File: src/rtl/dbus_decoder_n.sv
// Data-bus decoder: steers one core data port to NSLV slaves by address field,
// tracking outstanding reads in order so slaves may answer with any latency.
module dbus_decoder_n #(
  parameter int unsigned NSLV        = 2,
  parameter int unsigned DEC_HI      = 31,
  parameter int unsigned DEC_LO      = 28,
  parameter logic [NSLV*(DEC_HI-DEC_LO+1)-1:0] SLV_BASE = {4'h9, 4'h0},
  parameter int unsigned DEFAULT_SLV = 0,
  parameter int unsigned OUTSTANDING = 2
) (
  input  logic                 clk,
  input  logic                 resetb,
  input  logic                 m_wready,
  output logic                 m_wvalid,
  input  logic [31:0]          m_waddr,
  input  logic [31:0]          m_wdata,
  input  logic [3:0]           m_wstrb,
  input  logic                 m_rready,
  output logic                 m_rvalid,
  input  logic [31:0]          m_raddr,
  output logic                 m_rrsp_valid,
  output logic                 m_rresp,
  output logic [31:0]          m_rdata,
  output logic [NSLV-1:0]      s_wready,
  input  logic [NSLV-1:0]      s_wvalid,
  output logic [31:0]          s_waddr,
  output logic [31:0]          s_wdata,
  output logic [3:0]           s_wstrb,
  output logic [NSLV-1:0]      s_rready,
  input  logic [NSLV-1:0]      s_rvalid,
  output logic [31:0]          s_raddr,
  input  logic [NSLV-1:0]      s_rrsp_valid,
  input  logic [NSLV-1:0]      s_rresp,
  input  logic [NSLV*32-1:0]   s_rdata,
  output logic                 bus_err
);

  localparam int unsigned DW = DEC_HI - DEC_LO + 1;
  localparam int unsigned IW = (NSLV > 1) ? $clog2(NSLV) : 1;
  localparam int unsigned PW = (OUTSTANDING > 1) ? $clog2(OUTSTANDING) : 1;
  localparam int unsigned CW = $clog2(OUTSTANDING) + 1;

  // Returns {miss, slave index}; lowest matching index wins.
  function automatic logic [IW:0] decode(input logic [31:0] addr);
    logic           hit;
    logic [IW-1:0]  idx;
    hit = 1'b0;
    idx = (DEFAULT_SLV < NSLV) ? IW'(DEFAULT_SLV) : '0;
    for (int unsigned i = 0; i < NSLV; i++) begin
      if (!hit && addr[DEC_HI:DEC_LO] == SLV_BASE[i*DW +: DW]) begin
        hit = 1'b1;
        idx = IW'(i);
      end
    end
    return {(!hit && DEFAULT_SLV >= NSLV), idx};
  endfunction

  function automatic logic [PW-1:0] ptr_inc(input logic [PW-1:0] p);
    return (p == PW'(OUTSTANDING - 1)) ? '0 : p + 1'b1;
  endfunction

  logic [IW:0]    fifo_q [OUTSTANDING];
  logic [IW:0]    fifo_d [OUTSTANDING];
  logic [PW-1:0]  wptr_q, wptr_d, rptr_q, rptr_d;
  logic [CW-1:0]  cnt_q, cnt_d;

  logic [IW:0]    w_dec, r_dec, head;
  logic           w_miss, r_miss, full, empty, push, pop;
  logic [IW-1:0]  sel_w, sel_r, head_idx;
  logic [NSLV-1:0] stray;

  assign s_waddr = m_waddr;
  assign s_wdata = m_wdata;
  assign s_wstrb = m_wstrb;
  assign s_raddr = m_raddr;

  always_comb begin
    w_dec    = decode(m_waddr);
    r_dec    = decode(m_raddr);
    w_miss   = w_dec[IW];
    sel_w    = w_dec[IW-1:0];
    r_miss   = r_dec[IW];
    sel_r    = r_dec[IW-1:0];
    full     = (cnt_q == CW'(OUTSTANDING));
    empty    = (cnt_q == '0);
    head     = fifo_q[rptr_q];
    head_idx = head[IW-1:0];

    s_wready = '0;
    if (m_wready && !w_miss) s_wready[sel_w] = 1'b1;
    m_wvalid = w_miss ? 1'b1 : s_wvalid[sel_w];

    // A full FIFO blocks requests even if the head pops this cycle.
    s_rready = '0;
    m_rvalid = 1'b0;
    if (!full) begin
      if (r_miss) begin
        m_rvalid = 1'b1;
      end else begin
        s_rready[sel_r] = m_rready;
        m_rvalid        = s_rvalid[sel_r];
      end
    end
    push = m_rready && m_rvalid;

    m_rrsp_valid = 1'b0;
    m_rresp      = 1'b0;
    m_rdata      = '0;
    stray        = s_rrsp_valid;
    if (!empty) begin
      if (head[IW]) begin
        m_rrsp_valid = 1'b1;
      end else begin
        m_rrsp_valid    = s_rrsp_valid[head_idx];
        m_rresp         = s_rresp[head_idx];
        m_rdata         = s_rdata[head_idx*32 +: 32];
        stray[head_idx] = 1'b0;
      end
    end
    pop = m_rrsp_valid;

    bus_err = resetb && ((m_wready && w_miss) || (m_rready && !full && r_miss) || (|stray));

    fifo_d = fifo_q;
    wptr_d = wptr_q;
    rptr_d = rptr_q;
    if (push) begin
      fifo_d[wptr_q] = {r_miss, sel_r};
      wptr_d         = ptr_inc(wptr_q);
    end
    if (pop) rptr_d = ptr_inc(rptr_q);
    cnt_d = cnt_q + CW'(push) - CW'(pop);
  end

  always_ff @(posedge clk or negedge resetb) begin
    if (!resetb) begin
      fifo_q <= '{default: '0};
      wptr_q <= '0;
      rptr_q <= '0;
      cnt_q  <= '0;
    end else begin
      fifo_q <= fifo_d;
      wptr_q <= wptr_d;
      rptr_q <= rptr_d;
      cnt_q  <= cnt_d;
    end
  end

endmodule

File: config.mk
export PLATFORM = sky130hd
export DESIGN_NAME = dbus_decoder_n
export DESIGN_NICKNAME = d
export VERILOG_FILES = /design/src/rtl/dbus_decoder_n.sv
export SDC_FILE = /design/constraint.sdc
export NUM_CORES = 1
export LEC_CHECK = 0
export ABC_AREA = 1
export ABC_CLOCK_PERIOD_IN_PS = 5200
export BUFFER_PORTS_ARGS = -buffer_cell sky130_fd_sc_hd__clkbuf_2
export CORE_AREA = 10 10 116 118
export CTS_BUF_LIST = sky130_fd_sc_hd__clkbuf_16
export DETAILED_ROUTE_END_ITERATION = 6
export DIE_AREA = 0 0 126 128
export PLACE_DENSITY_LB_ADDON = 0.25
export SYNTH_ARGS = -nofsm -noshare
export SYNTH_HDL_FRONTEND = slang
export SYNTH_SLANG_ARGS = --single-unit
export TNS_END_PERCENT = 10
File: constraint.sdc
create_clock -name clk -period 5.2 [get_ports clk]
set_input_delay 1.04 -clock clk [delete_from_list [all_inputs] [get_ports clk]]
set_output_delay 1.04 -clock clk [all_outputs]
set_load 0.005 [all_outputs]
# == Word level (Yosys, flattened, before mapping) ==
# Index checks and enable logic that the tools add are counted.
# word_totals
regBits,8
input_bits,176
out_inout_bits,141
elab_cells,78
# op_classes
n_addsub,4
order_cmp,9
eq_ne,3
shifts,1
muxes,37
bitwise,5
reduce_logical,14
# ops
op,n
2-to-1 mux 32 bit,2
variable part select 64 x 7 -> 32 bit,1
2-to-1 mux 1 bit,22
2-to-1 mux 2 bit,8
"== test 4 bit, second input constant",2
logical AND 1 bit,8
logical NOT 4 bit,2
"< comparator 1 x 2 -> 1 bit, second input constant",3
AND 2 bit,2
bitwise mux 4 bit,1
">= comparator 2 bit, second input constant",2
inverter 1 -> 2 bit,2
demux 1 bit (select 1 bit),3
">= comparator 1 bit, second input constant",3
"adder 1 bit, second input constant",2
adder 2 x 1 -> 2 bit,1
demux 2 bit (select 1 bit),1
"== test 2 bit, second input constant",1
logical NOT 1 bit,2
logical NOT 2 bit,1
"< comparator 2 x 1 -> 1 bit, second input constant",1
inverter 2 bit,1
OR reduction 2 bit,1
subtractor 2 x 1 -> 2 bit,1

# == Logic depth before layout (Yosys ltp) ==
# Gate-level depths: netlist of run 1.
# logic_depth
depth_word,14
mapped_depth,11
ltp_nobuf,11

# == Worst setup path before layout of run 1 ==
# No wires, ideal clock.
# synth_path
path_kind,in2out
from,in m_rready
to,out s_rready[0]
arrival_ps,1489
t_required_ps,4160
setup_slack_ps,2671
path_stages,4
n_path_buf,0
cell_sequence,inv_1 nor2_1 inv_1 nor2_1
# synth_between
elab_chain_len,2
# synth_lines
element,line_no,text
"start, declared",18,"input logic m_rready,"
AND 2 bit (no line),--,
2-to-1 mux 2 bit,96,if (!full) begin
"end, declared",29,"output logic [NSLV-1:0] s_rready,"
# Every way passes these cells.

# == Worst setup path in the final report of run 1 ==
# layout_path
from,reg rptr_q
to,out m_rdata[31]
# layout_between
elab_chain_len,7
# layout_lines
element,line_no,text
"start, declared",64,"logic [PW-1:0] wptr_q, wptr_d, rptr_q, rptr_d;"
"start signal, assigned",144,rptr_q <= rptr_d;
inverter 1 -> 2 bit (not written as such) (*),86,head = fifo_q[rptr_q];
2-to-1 mux 2 bit (not written as such) (*) (3 in series),86,
variable part select 64 x 7 -> 32 bit,116,m_rdata = s_rdata[head_idx*32 +: 32];
2-to-1 mux 32 bit (*),111,if (head[IW]) begin
2-to-1 mux 32 bit (*),110,if (!empty) begin
"end, declared",23,"output logic [31:0] m_rdata,"
# Every way passes the cells marked *; elsewhere a longest branch is shown, timed or not. The select of a mux whose other input is x is not followed.

==> results.md, run 1 <==
- Worst Path Arrival: between 1.5 and 2 ns
- Share of cells above drive strength 1: around half
- CP peak stage delay: between 0.4 and 0.5 ns
- Placer congestion estimate: ~0.74
- Setup Buffers After CTS: 0
- Post-DP HPWL: around 5500 µm
- Post-route cell area: roughly 1900 µm²
- Hold path depth: 2
- Tightest Pin Transition: 0.681 ns
- Ant. Diodes: 0
- Setup TNS: 0 ns
- Hold EP: fifo_q[0]$_DFFE_PN0P_
- R2R setup slack: 2.94 ns
- Gr usage total: between 7 and 8%
- Largest net degree at the start of global routing: 37
- Worst Hold Launch: fifo_q[0]$_DFFE_PN0P_
- Max Clk Rate: about 350 MHz
- Num CTS Buffers: 3
- Max-slew headroom: a little over half
- Commonest non-fill, non-tap cell in the layout: clkbuf_2
- Synth Area in Simple Gates: ~20%
- Die footprint: 16,100 µm²
- Hold Crit Class: flip-flop to flip-flop
- Seq/Total Area, Yosys: 8.31%
- Top Family by Delay on Critical Path: simple AND/OR/NAND/NOR gates
- Worst-path clk slew: approximately 0.03 ns
- Crit-path slowest cell: o21ai_0
- Final min period: roughly 2.9 ns
- Startpoint types: flip-flop
- Antenna-violating nets left: 0
- Final wirelength: 6550 µm
- H-tree depth: 1
- Synth unique cells: 21
- Worst setup margin: approximately 2.3 ns
- Largest family of logic cells by synthesized area: buffers and inverters
- Final Hold Vio Count: 0
- Vias: between 1,500 and 2,000
- Die height: around 130 µm
- CTS tree: yes
- Final setup fails: 0
- First-pass GRT wire length: between 9000 and 10,000 µm
- Kind of critical path: flip-flop to output pin
- Reg2reg start: rptr_q$_DFFE_PN0P_
- VDD IR max: approximately 0.00018 V
- Total power: 689 µW
- Via density: ~3.9
- CTS Hold Buffers Added: 0
- # DRC: 0
- Post-place setup slack: between 2 and 2.5 ns
- Status: completed
- Final period util: about 55%
- Commonest cells after routing, fill and taps aside: clkbuf_2, inv_1, nand3_1
- Detailed Route Iter0 Violations: 53
- Top cell type's share of synthesized area: 43.2%
- Grt total ovfl: 0
- RSZ-0062 raised after global routing: no
- TritonRoute pass-1 iters: 5
- Max-cap violations: 0
- Count of state elements after synthesis: 6
- Layout area overhead: 3.88%
- Skew final: 0.000151 ns
- Avg Synthesized Cell Area: 6.55 µm²
- PwrDens: 367 nW/µm²
- Port Buffer Count: roughly 130
- Cell Chain, Critical Path: nand2_1, nand3_4, o21ai_0, clkbuf_2
- Buf/Inv on CP: 1
- Initial antenna violation count: 0
- Syn nets: 454
- Post-synth top area cell: buf_4
- Clock Tree Root: clkbuf_16
- CTS max path bufs: 2
- Synth warn: 0
- Crit Path Max Fanout: 34
- Core Footprint: around 11,000 µm²
- Chip Width: roughly 130 µm
- Worst Hold Margin: approximately 0.49 ns
- Synth top area cells: buf_4, nand3_1, inv_1
- CP Capture Type: output pin
- I/O pins: 317
- Mux contribution to synthesized area: 0%
- Max Slew Vio Count: 0
- Worst Path Required: between 4 and 5 ns
- Resized Gates After CTS: 0
- Rows: 39
- Placed Area: between 1500 and 2000 µm²
- DR WL/cell: between 10 and 15 µm
- Post-synthesis compound-gate area fraction: between 10 and 15%
- Worst r2r dst: cnt_q[1]$_DFF_PN0_
- Xor/xnor share of the synthesized area: less than 1%
- Syn Inst Count: between 200 and 300
- Clock sink count: 6
- Worst-case reg-to-reg path depth: 9
- Vias in the first global route: approximately 1,800
- Skew-Pair Late Insertion Delay: between 0.2 and 0.25 ns
- Synthesized area: 1810 µm²
- Synth Area in Adders: 1.39%
- Nets: slightly below 500
- Initial core utilization: 16.1%
- Lkg Pwr: between 1 and 1.5 nW
-- registers in the layout, indices dropped and copies added (netlist names) --
| signal | flops |
|---|---|
| fifo_q | 2 |
| rptr_q | 1 |
| cnt_q | 2 |
| wptr_q | 1 |
-- synth_stat cells, drive strengths merged --
library cell and number:
or2 1, a21boi 1, a31oi 1, dfrtp 6, nand2 22, nand4 5, a21oi 1, nor2 7
inv 45, o21ai 34, nand3 39, xor2 1, xnor2 1, ha 2, buf 110
-- worst max-delay path by stage --
stage / from / end / slack (ns) / cells past startpoint
after floorplan: m_rready / s_rready[0] / 2.67 / 4
after global placement: m_rready / s_rready[0] / 2.44 / 6
after detailed placement: m_rready / s_rready[0] / 2.42 / 6
after CTS: rptr_q$_DFFE_PN0P_ / m_rrsp_valid / 2.26 / 6
after global routing: rptr_q$_DFFE_PN0P_ / m_rrsp_valid / 2.16 / 6
final: rptr_q$_DFFE_PN0P_ / m_rdata[31] / 2.32 / 4
-- logic make-up (layout without fill, tap and decap cells) --
logic type / count (synthesis) / count (layout)
AO/OA/AOI/OAI: 37 / 37
flip-flops: 6 / 6
buffers and inverters: 155 / 181
adder cells (fa/ha/maj): 2 / 2
XOR/XNOR: 2 / 2
AND/OR/NAND/NOR: 74 / 74
-- through the flow --
step,std cells,utilization [%]
5_1_grt,445,16.7
3_3_place_gp,442,16.1
6_report,445,16.7
2_1_floorplan,276,-
3_5_place_dp,442,16.1
4_1_cts,445,16.7
-- final cells by class --
class	instances	area, µm²
clock buffers	3	75.1
fillers	1320	9350
well taps	143	179
inverters	45	169
multi-input cells	115	636
flip-flops and latches	6	150
repair buffers	133	668
-- tightest hold or removal path: stages, from the launching register on --
cell	delay [ns]
dfrtp_1	0.35
nand2_1	0.06
nand2_1	0.05
-- layer usage --
metal  up-vias  share of wire (%)  global-route usage (%)
met5         -                  0                       0
met4         0                2.3                    2.55
met3        22                 16                    4.59
met2       150                 50                    12.9
met1       729                 32                    6.66
li1        823                  -                       -
-- report_power, final --
part / internal [mW] / switching [mW]
Combinational: 0.179 / 0.304
Sequential: 0.0673 / 0.0145
Clock: 0.0987 / 0.0254
Power figures use the tool's default switching activity.
==> inputs of run 2 (changes only) <==
Settings changed: ABC_CLOCK_PERIOD_IN_PS 5200 to 2700.
Clock period 5.2 ns to 2.7 ns, I/O delays scaled along.
==> run 2 against run 1 <==
  * Clock power up 89%
  * Critical path depth grew 3
  * Register-to-register slack got worse by 2.4 ns
  * Clock skew hardly changed
  * Count of clock-buffer cells in the layout is the same
  * Sequential cell count stayed put
  * First-iteration DRC count fell by 45%
  * Via count fell by 0.58%
  * Worst setup slack got worse by 2.0 ns
  * Wire length is 2.6% higher
  * Cell area is 1.2% higher
  * Global-route usage up 0.38 points
==> results.md, run 2 (synthesized netlist as in run 1, its figures left out) <==
- Post-DP HPWL: 5870 µm (was 5530 µm)
- Skew-Pair Late Insertion Delay: 0.22 ns (was 0.23 ns)
- CP peak stage delay: 0.39 ns (was 0.44 ns)
- Detailed Route Iter0 Violations: 29 (was 53)
- Area occupied by multi-input gates: 636 µm² (unchanged)
- Layout area overhead: 5.12% (was 3.88%)
- Reg2reg start: cnt_q[0]$_DFF_PN0_ (was rptr_q$_DFFE_PN0P_)
- TritonRoute pass-1 iters: 4 (was 5)
- Skew final: 0.000424 ns (was 0.000151 ns)
- Worst Path Required: 2.16 ns (was 4.16 ns)
- Top Family by Delay on Critical Path: simple AND/OR/NAND/NOR gates (unchanged)
- Final min period: between 2 and 2.5 ns
- RSZ-0062 raised after global routing: no (unchanged)
- R2R setup slack: 0.56 ns (was 2.94 ns)
- H-tree depth: 1 (unchanged)
- Max Slew Vio Count: 0 (unchanged)
- Commonest cells after routing, fill and taps aside: clkbuf_2, inv_1, nand3_1 (unchanged)
- Startpoint types: flip-flop (unchanged)
- Chip Width: 126 µm (unchanged)
- Gr usage total: 7.65% (was 7.27%)
- Max-cap violations: 0 (unchanged)
- Die footprint: 16,100 µm² (unchanged)
- Resized Gates After CTS: 0 (unchanged)
- Fill cell count: 1,335 (was 1,320)
- Crit-path slowest cell: dfrtp_1 (was o21ai_0)
- Final period util: a little under nine tenths
- Top Registers: cnt_q: 2 flops, fifo_q: 2 flops (unchanged)
- Worst Path Arrival: 1.79 ns (was 1.84 ns)
- Port Buffer Count: 132 (unchanged)
- Max Clk Rate: about 430 MHz
- I/O pins: 317 (unchanged)
- Non-Filler Instances: 448 (was 445)
- Hold Crit Class: input port to async pin (was flip-flop to flip-flop)
- PwrDens: 712 nW/µm² (was 367 nW/µm²)
- Kind of critical path: flip-flop to output pin (unchanged)
- Vias in the first global route: 1,866 (was 1,783)
- Setup Buffers After CTS: 0 (unchanged)
- Lkg Pwr: 1.15 nW (was 1.13 nW)
- First-pass GRT wire length: 10,100 µm (was 9650 µm)
- Setup TNS: 0 ns (unchanged)
- Clock Tree Root: clkbuf_16 (unchanged)
- Placer congestion estimate: 0.770 (was 0.745)
- Ant. Diodes: 0 (unchanged)
- Num CTS Buffers: 3 (unchanged)
- Core Footprint: 11,200 µm² (unchanged)
- Via density: 3.83 (was 3.87)
- Nets: 485 (was 482)
- Die height: 128 µm (unchanged)
- Register area: 150 µm² (unchanged)
- Crit Path Max Fanout: 22 (was 34)
- Initial core utilization: 16.1% (unchanged)
- Worst-case reg-to-reg path depth: 9 (unchanged)
- Initial antenna violation count: 0 (unchanged)
- Status: completed (unchanged)
- VDD IR max: 0.000261 V (was 0.000180 V)
- CP Capture Type: output pin (unchanged)
- Placed Cells: 445 (was 442)
- Vias: 1,714 (was 1,724)
- Most frequent CP cell: nand2_2
- Cell Chain, Critical Path: inv_1, nand2_2, nand2_2, buf_4, nand3_1, o21ai_1, clkbuf_2 (was nand2_1, nand3_4, o21ai_0, clkbuf_2)
- Post-layout util: 16.9% (was 16.7%)
- CTS max path bufs: 2 (unchanged)
- Commonest non-fill, non-tap cell in the layout: clkbuf_2 (unchanged)
- Max-slew headroom: 67.5% (was 54.4%)
- Clock sink count: 6 (unchanged)
- CTS Hold Buffers Added: 0 (unchanged)
- DR WL/cell: 15.0 µm (was 14.7 µm)
- CTS tree: yes (unchanged)
- Grt total ovfl: 0 (unchanged)
- Largest net degree at the start of global routing: 32 (was 37)
- Worst-path clk slew: 0.03 ns (about the same)
- Rows: 39 (unchanged)
- Antenna-violating nets left: 0 (unchanged)
- Final Hold Vio Count: 0 (unchanged)
- Tightest Pin Transition: 0.486 ns (was 0.681 ns)
- Buf/Inv on CP: 3 (was 1)
- Final setup fails: 0 (unchanged)
- # DRC: 0 (unchanged)
- Final wirelength: 6720 µm (was 6550 µm)
- Share of cells above drive strength 1: 50.5% (was 50.0%)
- Worst r2r dst: cnt_q[1]$_DFF_PN0_ (unchanged)
run 2: per-layer routing:
| layer | track usage (%) | routed length, µm | vias to the layer above |
|---|---|---|---|
| li1 | - | - | 828 |
| met1 | 7.21 | 2260 | 728 |
| met2 | 13.6 | 3350 | 136 |
| met3 | 4.51 | 960 | 22 |
| met4 | 2.55 | 150 | 0 |
| met5 | 0 | 0 | - |
run 2: worst register-to-register path, stage by stage (launching register included):
cell	delay (ns)
dfrtp_1	0.38
or2_1	0.29
buf_4	0.28
nand3_1	0.16
nand2_1	0.11
ha_1	0.29
inv_1	0.04
ha_1	0.17
xnor2_1	0.16
xor2_1	0.17
run 2: stage by stage:
step / total power [mW] / setup slack [ns] / area, µm² / hold WS (ns)
after CTS: 1.41 / 0.297 / 1900 / 0.153
after global routing: 1.51 / 0.167 / 1900 / 0.159
after floorplan: 0.908 / 0.875 / 1810 / 0.244
final: 1.35 / 0.371 / 1900 / 0.149
after detailed placement: 1.17 / 0.519 / 1820 / 0.389
after global placement: 1.15 / 0.529 / 1820 / 0.383
run 2: layout make-up:
cell class	instances	share of cell area [%]
tap	143	9.42
inverter	45	8.89
timing repair buffer	136	36.4
clock buffer	3	3.95
multi-input combinational	115	33.5
sequential	6	7.91
run 2: worst max-delay path by stage:
stage                     slack, ns                  to  cells past startpoint                from
final                          0.37         m_rdata[22]                      7  rptr_q$_DFFE_PN0P_
after floorplan                0.88  cnt_q[1]$_DFF_PN0_                      9         m_raddr[29]
after CTS                      0.30         m_rdata[20]                      5  cnt_q[0]$_DFF_PN0_
after global placement         0.53         m_rdata[20]                      5  cnt_q[0]$_DFF_PN0_
after global routing           0.17         m_rdata[17]                      7  rptr_q$_DFFE_PN0P_
after detailed placement       0.52  cnt_q[1]$_DFF_PN0_                      9  cnt_q[0]$_DFF_PN0_
run 2: report_power, final:
part	internal (mW)	switching [mW]	total [mW]
Combinational	0.369	0.592	0.961
Sequential	0.130	0.0272	0.157
Clock	0.189	0.0441	0.234
Total	0.688	0.663	1.35
==> inputs of run 3 (changes only) <==
Settings changed: GPL_TIMING_DRIVEN set to 0.
==> run 3 against run 2 <==
  * First-iteration DRC count increased by 52%
  * Combinational power grew 31%
  * Die area unchanged
  * Largest cell class unchanged
  * Critical endpoint is now bus_err
  * Cell area increased by 68%
  * Utilization up 11 points
  * Global-route usage up 2.8 points
==> results.md, run 3 (synthesized netlist as in run 1, its figures left out) <==
- Hold Crit Class: input port to async pin (unchanged)
- Gr usage total: 10.4% (was 7.65%)
- Post-layout util: 28.4% (was 16.9%)
- Share of cells above drive strength 1: 70.0% (was 50.5%)
- Rows: 39 (unchanged)
- First-pass GRT wire length: 14,000 µm (was 10,100 µm)
- Worst Path Required: 2.16 ns (about the same)
- Nets: 683 (was 485)
- Setup TNS: 0 ns (unchanged)
- Initial antenna violation count: 0 (unchanged)
- Vias in the first global route: 2,529 (was 1,866)
- Max-slew headroom: 78.5% (was 67.5%)
- Lkg Pwr: 2.05 nW (was 1.15 nW)
- Skew final: 0.00137 ns (was 0.000424 ns)
- I/O pins: 317 (unchanged)
- CP peak stage delay: 0.39 ns (about the same)
- Post-DP HPWL: 8860 µm (was 5870 µm)
- Tightest Pin Transition: 0.321 ns (was 0.486 ns)
- Kind of critical path: flip-flop to output pin (unchanged)
- Port Buffer Count: 224 (was 132)
- Final period util: 76.0% (was 86.2%)
- Reg2reg start: cnt_q[0]$_DFF_PN0_ (unchanged)
- Crit Path Max Fanout: 10 (was 22)
- Num CTS Buffers: 3 (unchanged)
- Status: completed (unchanged)
- Largest net degree at the start of global routing: 11 (was 32)
- # DRC: 0 (unchanged)
- VDD IR max: 0.000305 V (was 0.000261 V)
- Met1 wire length: 3060 µm (was 2260 µm)
- R2R setup slack: 0.81 ns (was 0.56 ns)
- Chip Width: 126 µm (unchanged)
- Cell Chain, Critical Path: or2_1, buf_6, nand3_4, nand2_1, a21boi_1, clkbuf_2 (was inv_1, nand2_2, nand2_2, buf_4, nand3_1, o21ai_1, clkbuf_2)
- Die height: 128 µm (unchanged)
- Commonest non-fill, non-tap cell in the layout: clkbuf_2 (unchanged)
- Final min period: 2.05 ns (was 2.33 ns)
- Max Clk Rate: 487 MHz (was 429 MHz)
- Met2 WL: 5410 µm (was 3350 µm)
- H-tree depth: 1 (unchanged)
- Via density: 3.78 (was 3.83)
- Placer congestion estimate: 0.785 (was 0.770)
- CTS max path bufs: 2 (unchanged)
- PwrDens: 519 nW/µm² (was 712 nW/µm²)
- Crit-path slowest cell: dfrtp_1 (unchanged)
- Top Registers: cnt_q: 2 flops, fifo_q: 2 flops (unchanged)
- Commonest cells after routing, fill and taps aside: clkbuf_2, buf_4, inv_1 (was clkbuf_2, inv_1, nand3_1)
- Startpoint types: flip-flop (unchanged)
- Initial core utilization: 16.1% (unchanged)
- Worst Path Arrival: 1.51 ns (was 1.79 ns)
- CTS Hold Buffers Added: 0 (unchanged)
- Max Slew Vio Count: 0 (unchanged)
- Met3 wire len: 1010 µm (was 960 µm)
- Clock sink count: 6 (unchanged)
- Resized Gates After CTS: 0 (unchanged)
- Layout area overhead: 76.1% (was 5.12%)
- Ant. Diodes: 0 (unchanged)
- DR WL/cell: 14.7 µm (was 15.0 µm)
- Worst-case reg-to-reg path depth: 9 (unchanged)
- CP Capture Type: output pin (unchanged)
- Worst r2r dst: cnt_q[1]$_DFF_PN0_ (unchanged)
- Final Hold Vio Count: 0 (unchanged)
- Setup Buffers After CTS: 0 (unchanged)
- Grt total ovfl: 0 (unchanged)
- Vias: 2,444 (was 1,714)
- Detailed Route Iter0 Violations: 44 (was 29)
- Final wirelength: 9480 µm (was 6720 µm)
- CTS tree: yes (unchanged)
- Skew-Pair Late Insertion Delay: 0.23 ns (was 0.22 ns)
- Highest metal used: met4 (unchanged)
- Max-cap violations: 0 (unchanged)
- Worst-path clk slew: 0.03 ns (about the same)
- Final setup fails: 0 (unchanged)
- Clock Tree Root: clkbuf_16 (unchanged)
- TritonRoute pass-1 iters: 4 (unchanged)
- RSZ-0062 raised after global routing: no (unchanged)
- Die footprint: 16,100 µm² (unchanged)
- Core Footprint: 11,200 µm² (unchanged)
- Antenna-violating nets left: 0 (unchanged)
[run 3: critical path, delay by kind of cell (launching register included)]
kind,cells,cell delay (ns)
flops,1,0.39
buf+inv,2,0.30
compound gates,1,0.19
simple gates,3,0.41
[run 3: layer usage]
layer	GRT usage, %	vias to the layer above
met4	0.603	0
met1	9.72	1075
li1	-	1222
met3	4.43	2
met5	0	-
met2	21.3	145
[run 3: layout make-up]
cell class,instances,area (µm²)
fill,1246,8040
clock buffer,3,75.1
tap,143,179
timing repair buffer,224,1120
sequential,6,150
inverter,45,169
multi-input combinational,115,636
buffer,110,852
[run 3: through the flow]
stage	total power, mW	instance area, µm²	std cells	hold slack [ns]	worst slack, ns
3_3_place_gp	1.44	3110	643	0.384	0.680
6_report	1.65	3180	646	0.142	0.647
5_1_grt	1.82	3180	646	0.153	0.547
4_1_cts	1.70	3180	646	0.142	0.637
2_1_floorplan	0.908	1810	276	0.244	0.875
3_5_place_dp	1.45	3110	643	0.383	0.642
[run 3: power breakdown]
part / internal [mW] / switching, mW
logic: 0.595 / 0.661
clock network: 0.190 / 0.0482
registers: 0.130 / 0.0268
[run 3: worst max-delay path by stage]
stage / from / endpoint / cells past startpoint
floorplan: m_raddr[29] / cnt_q[1]$_DFF_PN0_ / 9
global placement: m_raddr[31] / cnt_q[1]$_DFF_PN0_ / 12
detailed placement: m_raddr[29] / cnt_q[1]$_DFF_PN0_ / 10
CTS: rptr_q$_DFFE_PN0P_ / m_rdata[28] / 7
global route: cnt_q[0]$_DFF_PN0_ / bus_err / 6
finish: cnt_q[0]$_DFF_PN0_ / bus_err / 6
